<file path="config.mk">
export PLATFORM = sky130hd
export DESIGN_NAME = regfile_wb_ctrl
export DESIGN_NICKNAME = d
export VERILOG_FILES = /design/src/rtl/rv32_pkg.sv /design/src/rtl/regfile_wb_ctrl_rr_arb2.sv /design/src/rtl/regfile_wb_ctrl.sv
export SDC_FILE = /design/constraint.sdc
export NUM_CORES = 1
export LEC_CHECK = 0
export CORE_UTILIZATION = 47
export CTS_CLUSTER_SIZE = 25
export DETAILED_ROUTE_END_ITERATION = 10
export PLACE_DENSITY_LB_ADDON = 0.2
export SETUP_SLACK_MARGIN = 0.05
export SYNTH_ARGS = -nofsm -noshare
export SYNTH_HDL_FRONTEND = slang
export SYNTH_SLANG_ARGS = --single-unit
</file>
<file path="constraint.sdc">
create_clock -name clock -period 5.4 [get_ports clock]
set_input_delay 1.08 -clock clock [delete_from_list [all_inputs] [get_ports clock]]
set_output_delay 1.08 -clock clock [all_outputs]
set_load 0.02 [all_outputs]
</file>
<file path="src/rtl/rv32_pkg.sv">
// Shared RV32 register-file constants and the register-index type used by
// the writeback path.
package rv32_pkg;
  localparam int XLEN = 32;
  localparam int NREG = 32;
  localparam int AW   = 5;

  typedef logic [AW-1:0] reg_idx_t;

  localparam reg_idx_t REG_ZERO = '0;
endpackage

</file>
<file path="src/rtl/regfile_wb_ctrl_rr_arb2.sv">
// Two-request round-robin arbiter. The pointer remembers which source should
// win the next tie and flips toward the loser after every grant.
module rr_arb2 (
  input  logic clock,
  input  logic reset,
  input  logic req0,
  input  logic req1,
  output logic grant0,
  output logic grant1
);
  import rv32_pkg::*;

  logic prefer1;

  always_comb begin
    grant0 = req0 & (~req1 | ~prefer1);
    grant1 = req1 & (~req0 | prefer1);
  end

  always_ff @(posedge clock or posedge reset) begin
    if (reset)
      prefer1 <= 1'b0;
    else if (grant0 | grant1)
      prefer1 <= grant0;
  end
endmodule

</file>
<file path="src/rtl/regfile_wb_ctrl.sv">
// Writeback controller: arbitrates ALU and load writebacks onto the single
// register-file write port and tracks pending writes per register.
module regfile_wb_ctrl #(
  parameter int XLEN = 32,
  parameter int NREG = 32,
  parameter int AW   = 5
) (
  input  logic            clock,
  input  logic            reset,
  input  logic            req0_valid,
  input  logic [AW-1:0]   req0_rd,
  input  logic [XLEN-1:0] req0_data,
  output logic            req0_ready,
  input  logic            req1_valid,
  input  logic [AW-1:0]   req1_rd,
  input  logic [XLEN-1:0] req1_data,
  output logic            req1_ready,
  input  logic            issue_valid,
  input  logic [AW-1:0]   issue_rd,
  output logic            rf_write,
  output logic [AW-1:0]   rf_write_reg,
  output logic [XLEN-1:0] rf_write_data,
  output logic [NREG-1:0] busy,
  output logic            wb_err
);
  import rv32_pkg::*;

  logic            grant0, grant1;
  logic            vld_p0;
  logic [AW-1:0]   rd_p0;
  logic [XLEN-1:0] data_p0;
  logic            nz_p0;
  logic [NREG-1:0] set_vec, clr_vec, busy_next;
  logic            err_hit;

  logic            vld_p1;
  logic [AW-1:0]   rd_p1;
  logic [XLEN-1:0] data_p1;

  rr_arb2 u_arb (
    .clock  (clock),
    .reset  (reset),
    .req0   (req0_valid),
    .req1   (req1_valid),
    .grant0 (grant0),
    .grant1 (grant1)
  );

  assign req0_ready = grant0;
  assign req1_ready = grant1;

  // Stage p0: select the winner and compute scoreboard updates
  always_comb begin
    vld_p0  = grant0 | grant1;
    rd_p0   = grant1 ? req1_rd   : req0_rd;
    data_p0 = grant1 ? req1_data : req0_data;
    nz_p0   = vld_p0 && (rd_p0 != AW'(REG_ZERO));
    set_vec = '0;
    clr_vec = '0;
    if (issue_valid && issue_rd != AW'(REG_ZERO))
      set_vec[issue_rd] = 1'b1;
    if (nz_p0)
      clr_vec[rd_p0] = 1'b1;
    // Set is applied after clear so a newer producer keeps the register busy
    busy_next    = (busy & ~clr_vec) | set_vec;
    busy_next[0] = 1'b0;
    err_hit      = nz_p0 && !busy[rd_p0];
  end

  // Stage p1: registered write command and scoreboard state
  always_ff @(posedge clock or posedge reset) begin
    if (reset) begin
      vld_p1  <= 1'b0;
      rd_p1   <= '0;
      data_p1 <= '0;
      busy    <= '0;
      wb_err  <= 1'b0;
    end else begin
      vld_p1 <= nz_p0;
      if (vld_p0) begin
        rd_p1   <= rd_p0;
        data_p1 <= data_p0;
      end
      busy <= busy_next;
      if (err_hit)
        wb_err <= 1'b1;
    end
  end

  assign rf_write      = vld_p1;
  assign rf_write_reg  = rd_p1;
  assign rf_write_data = data_p1;
endmodule

</file>
==> flow_summary.yaml, run 1 <==
status:
  status: "finished clean"
placement:
  dp.cells: 656
  place.gp.congestion: 0.905
  hpwl_mm: 8.71
  placed_cell_area_um2: 5480
  io_buffers: 155
global_routing:
  grt_max_degree: 69
  grt_overflow: 0
  antenna_found_initial: 0
  grt_pass1_wl_mm: 19.0
  grt_pass1_vias: 3823
  grt_use_total_pct: 28.5
sta:
  timing.hold.ws_ns: 0.489
  worst_slew_pin_slew_ns: 1.07
  setup_tns_ns: 0
  clock_skew_ns: 0.00495
  fin_crit_sh_pct: 73.0
  slew_viol_final: 0
  setup_viol: 0
  rsz0062_at_grt: "false"
  period_needed_ns: 3.94
  max_slew_margin_pct: 29.0
  hold_viol_final: 0
  max_freq_ghz: 0.254
worst_setup_path:
  required_ns: 4.32
  path_max_fanout: 39
  cp-end-kind: "output pin"
  crit_path_cell_trace: "clkdlybuf4s50_1 > buf_4 > a21boi_0 > clkdlybuf4s50_1"
  critPathMostFrequentCell: "clkdlybuf4s50_1"
  critPathMaxStageDelay_ns: 0.60
  crit_path_start_kind: "input port"
  arrival_ns: 2.86
  reg2reg_slack_ns: 1.98
  cp_slowest_cell: "clkdlybuf4s50_1"
  crit_type: "input port to output pin"
drt:
  drcViolationCount: 0
  wl_met1_mm: 4.98
  vias: 3950
  routed_wl_mm: 12.2
  detail_route.first_pass.iterations: 5
  wire_per_inst_um: 18.1
  drtIter0Drc: 204
  highest_layer: "met4"
  post_drt_via_cell_ratio: 5.90
  postRouteAntennaNets: 0
  wl_met3_um: 948
  route.met2.wl_mm: 5.99
cts:
  holdBufCountCts: 0
  insertion_delay_ns: 0.34
  cts_tree: "yes"
  htree_levels: 3
  clock-sinks: 71
  cts_buffers: 9
  clockRootBuffer: "clkbuf_8"
  path_clk_slew_ns: 0.07
  cts_setup_buffers: 0
  ctsResizeCount: 0
  cts_buffer_depth: 2
pwr:
  clock_power_share_pct: 20.5
  comb_power_share_pct: 38.8
  switching_power_mw: 0.640
  switching_share_pct: 35.1
  seq_power_share_pct: 40.7
  leakage_nw: 2.20
  p_per_area_nw_per_um2: 323
  peakVddDrop_v: 0.000232
  total_power_mw: 1.83
  p_int_mw: 1.19
floorplan:
  rows: 32
  die_h_um: 93.1
  die_width_um: 93.1
  core_um2: 7890
  start_util_pct: 49.4
  ioPinCount: 157
  die_area_um2: 8660
flow_run:
  cap_violations: 0
logic_synthesis:
  synthTopCellsByArea: "dfrtp_1 (46%), o21ai_0 (11%), a21oi_1 (9.2%)"
  yosysUniqueCellTypes: 44
  synth_top_area_share_pct: 45.6
  synth_edf_count: 0
  syn_inst: 422
  ys_seq_elements: 71
  syn_nets: 506
  synth_ff_type: "dfrtp_1"
  synthMostInstantiatedCell: "o21ai_0"
  seq_area_frac_synth_pct: 45.6
  netlist_top_cells_count: "o21ai_0 (87), a21oi_1 (72), dfrtp_1 (71), nand2_1 (39), nand2b_1 (38)"
  synth_largest_area_cell: "dfrtp_1"
  synth.avg_cell_area_um2: 9.23
  syn_area_um2: 3900
  async_reset_ff_share_pct: 100
  ys_warn_count: 0
worst_hold_path:
  holdCritPathClass: "flip-flop to flip-flop"
final_layout:
  drive_above_1_share_pct: 7.39
  fillers: 630
  syn_to_final_growth_pct: 44.9
  multi_input_area_um2: 1990
  largest_register_ffs: 32
  num_antenna_cells: 0
  seqCellArea_um2: 1780
  final_cells: 670
  final_area_um2: 5650
  final_nets: 649
power by group through the flow:
stage,registers [mW],logic [mW],clock network (mW)
3_3_place_gp,0.742,0.695,0
6_report,0.743,0.709,0.373
2_1_floorplan,0.848,0.246,0
3_5_place_dp,0.749,0.707,0
5_1_grt,0.757,0.757,0.399
4_1_cts,0.741,0.711,0.377
metrics by stage:
step | setup WS (ns) | utilization [%]
after floorplan | 2.20 | -
after global placement | 1.46 | 69.5
after detailed placement | 1.46 | 69.5
after CTS | 1.46 | 71.6
after global routing | 1.36 | 71.6
final | 1.46 | 71.6
path summary, 6_finish.rpt:
kind	from	end	depth (start not counted)
worst max-delay path	req1_valid	req0_ready	4
worst min-delay path	wb_err$_DFFE_PP0P_	wb_err$_DFFE_PP0P_	2
worst max register to register	u_arb.prefer1$_DFFE_PP0P_	wb_err$_DFFE_PP0P_	7
worst min register to register	wb_err$_DFFE_PP0P_	wb_err$_DFFE_PP0P_	2
max in group asynchronous	reset	rf_write_reg[4]$_DFFE_PP0P_	3
min in group asynchronous	reset	busy[26]$_DFF_PP0_	2
placed cells by master (no fill, tap or decap), types with 4 or more instances in the layout:
master           Yosys  routed
nand3_1             12      12
clkbuf_8             0      11
dfrtp_1             71      71
o21ai_0             87      87
nand2b_1            38      38
mux4_2              12      12
clkdlybuf4s50_1      0     154
o2bb2ai_1            4       4
mux2i_1              4       4
nor2b_1              6       6
nand2_1             39      39
a21oi_1             72      72
nor2_1               8       8
cell type report:
class                           instances  area share (%)
Clock buffer                           13            2.81
Clock inverter                          1          0.0886
Inverter                                5           0.421
Multi-Input combinational cell        320            35.2
Sequential cell                        71            31.5
Tap cell                              102            2.26
Timing Repair Buffer                  158            27.8
worst max-delay path: cells and delay by family:
family	cells	cell delay (ns)
AO/OA/AOI/OAI	1	0.15
buffers and inverters	3	1.61
kinds of logic after synthesis:
group | after synthesis | share of synthesized area [%]
AOI/OAI and AO/OA | 179 | 24.8
and+or+nand+nor | 119 | 16.5
DFF | 71 | 45.6
buffers and inverters | 31 | 3.44
muxes | 21 | 9.54
other | 1 | 0.0962
routing by layer:
layer / GRT usage [%] / up-vias
met2: 47.7 / 217
met4: 11.3 / 0
met1: 37.2 / 1896
met5: 0 / -
li1: - / 1815
met3: 4.15 / 22
Power figures use the tool's default switching activity.
==> run 2, diff against run 1 <==
--- a/config.mk
+++ b/config.mk
@@ -5,7 +5,7 @@
 export SDC_FILE = /design/constraint.sdc
 export NUM_CORES = 1
 export LEC_CHECK = 0
-export CORE_UTILIZATION = 47
+export CORE_UTILIZATION = 44
 export CTS_CLUSTER_SIZE = 25
 export DETAILED_ROUTE_END_ITERATION = 10
 export PLACE_DENSITY_LB_ADDON = 0.2
==> constraint.sdc (replaced) <==
create_clock -name clock -period 3.9 [get_ports clock]
set_input_delay 0.78 -clock clock [delete_from_list [all_inputs] [get_ports clock]]
set_output_delay 0.78 -clock clock [all_outputs]
set_load 0.02 [all_outputs]
==> flow_summary.yaml, run 2 (synthesis gave the netlist of run 1 again) <==
status:
  status: "finished clean"
cts:
  cts_buffer_depth: 2
  insertion_delay_ns: 0.36
  path_clk_slew_ns: 0.08
  cts_buffers: 9
  clock-sinks: 71
  holdBufCountCts: 0
  clockRootBuffer: "clkbuf_8"
  htree_levels: 3
  cts_setup_buffers: 0
  ctsResizeCount: 0
  cts_tree: "yes"
sta:
  fin_crit_sh_pct: 84.0
  period_needed_ns: 3.28
  max_freq_ghz: 0.305
  clock_skew_ns: 0.0100
  rsz0062_at_grt: "false"
  max_slew_margin_pct: 36.5
  setup_tns_ns: 0
  setup_viol: 0
  worst_slew_pin_slew_ns: 0.926
  slew_viol_final: 0
  hold_viol_final: 0
floorplan:
  core_um2: 8380
  die_area_um2: 9240
  rows: 33
  die_h_um: 96.1
  die_width_um: 96.1
  ioPinCount: 157
  start_util_pct: 46.5
final_layout:
  largest_register_ffs: 32
  drive_above_1_share_pct: 8.71
  final_cells: 679
  num_antenna_cells: 0
  final_common_cell: "clkdlybuf4s50_1"
  syn_to_final_growth_pct: 47.9
  final_cell_mix: "clkdlybuf4s50_1 (154), o21ai_0 (87), a21oi_1 (72), dfrtp_1 (71), nand2_1 (39)"
  final_area_um2: 5760
  post-route-util_pct: 68.7
  final_nets: 653
placement:
  placed_cell_area_um2: 5520
  hpwl_mm: 9.14
  io_buffers: 155
  dp.cells: 663
  place.gp.congestion: 0.887
worst_setup_path:
  critPathMaxStageDelay_ns: 0.68
  arrival_ns: 2.50
  reg2reg_from: "u_arb.prefer1$_DFFE_PP0P_"
  reg2reg_depth: 6
  cp_top_family: "buffers and inverters"
  cp_slowest_cell: "clkdlybuf4s50_1"
  required_ns: 3.12
  crit_path_start_kind: "input port"
  critPathMostFrequentCell: "clkdlybuf4s50_1"
  path_max_fanout: 40
  cp-end-kind: "output pin"
  crit_buf_inv: 3
  crit_path_cell_trace: "clkdlybuf4s50_1 > nand2_8 > inv_6 > clkdlybuf4s50_1"
  r2r-end: "wb_err$_DFFE_PP0P_"
  reg2reg_slack_ns: 1.41
  crit_type: "input port to output pin"
worst_hold_path:
  hold-path-endpoint: "rf_write_reg[0]$_DFFE_PP0P_"
  hold-path-cell-count: 2
  min_from: "rf_write_reg[0]$_DFFE_PP0P_"
  holdCritPathClass: "flip-flop to flip-flop"
drt:
  postRouteAntennaNets: 0
  post_drt_via_cell_ratio: 5.86
  drtIter0Drc: 218
  wire_per_inst_um: 18.5
  routed_wl_mm: 12.6
  vias: 3982
  drcViolationCount: 0
  detail_route.first_pass.iterations: 5
pwr:
  peakVddDrop_v: 0.000305
  leakage_nw: 2.26
  p_per_area_nw_per_um2: 477
global_routing:
  grt_overflow: 0
  grt_use_total_pct: 27.7
  grt_max_degree: 68
  antenna_found_initial: 0
  grt_pass1_vias: 3816
  grt_pass1_wl_mm: 19.0
flow_run:
  cap_violations: 0
run 2: area by class of cell:
cell class                      count  area (um^2)
Timing Repair Buffer              162         1600
Sequential cell                    71         1780
Inverter                            5         23.8
Clock buffer                       10          138
Fill cell                         682         2620
Multi-Input combinational cell    320         1990
Tap cell                          105          131
Clock inverter                      6          108
run 2: tightest hold or removal path: stages, from the launching register on:
cell	delay (ns)
dfrtp_1	0.35
nor2_1	0.05
a21oi_1	0.10
run 2: stage by stage:
stage | setup slack, ns | hold slack [ns] | power (mW)
3_3_place_gp | 0.652 | 0.488 | 2.00
4_1_cts | 0.614 | 0.541 | 2.75
3_5_place_dp | 0.599 | 0.514 | 2.03
6_report | 0.623 | 0.538 | 2.75
5_1_grt | 0.576 | 0.563 | 2.87
2_1_floorplan | 1.30 | 0.548 | 1.51
run 2: power breakdown:
part	total, mW	switching [mW]	internal, mW
Sequential	1.02	0.139	0.883
Combinational	1.00	0.497	0.505
Clock	0.725	0.285	0.440
Total	2.75	0.921	1.83
run 2: how the worst max path moves through the flow:
stage / from / end / slack [ns] / cells after the start
2_1_floorplan: req0_valid / req0_ready / 1.30 / 3
4_1_cts: req1_valid / req1_ready / 0.61 / 4
5_1_grt: req1_valid / req1_ready / 0.58 / 4
3_3_place_gp: req1_valid / req1_ready / 0.65 / 4
3_5_place_dp: req1_valid / wb_err$_DFFE_PP0P_ / 0.60 / 7
6_report: req1_valid / req1_ready / 0.62 / 4
run 2: metal layers:
metal | part of all wire [%] | GRT usage [%] | vias to the layer above
li1 | - | - | 1828
met1 | 39 | 34.6 | 1897
met2 | 49 | 47.0 | 232
met3 | 9.2 | 4.27 | 25
met4 | 2.7 | 13.4 | 0
met5 | 0 | 0 | -
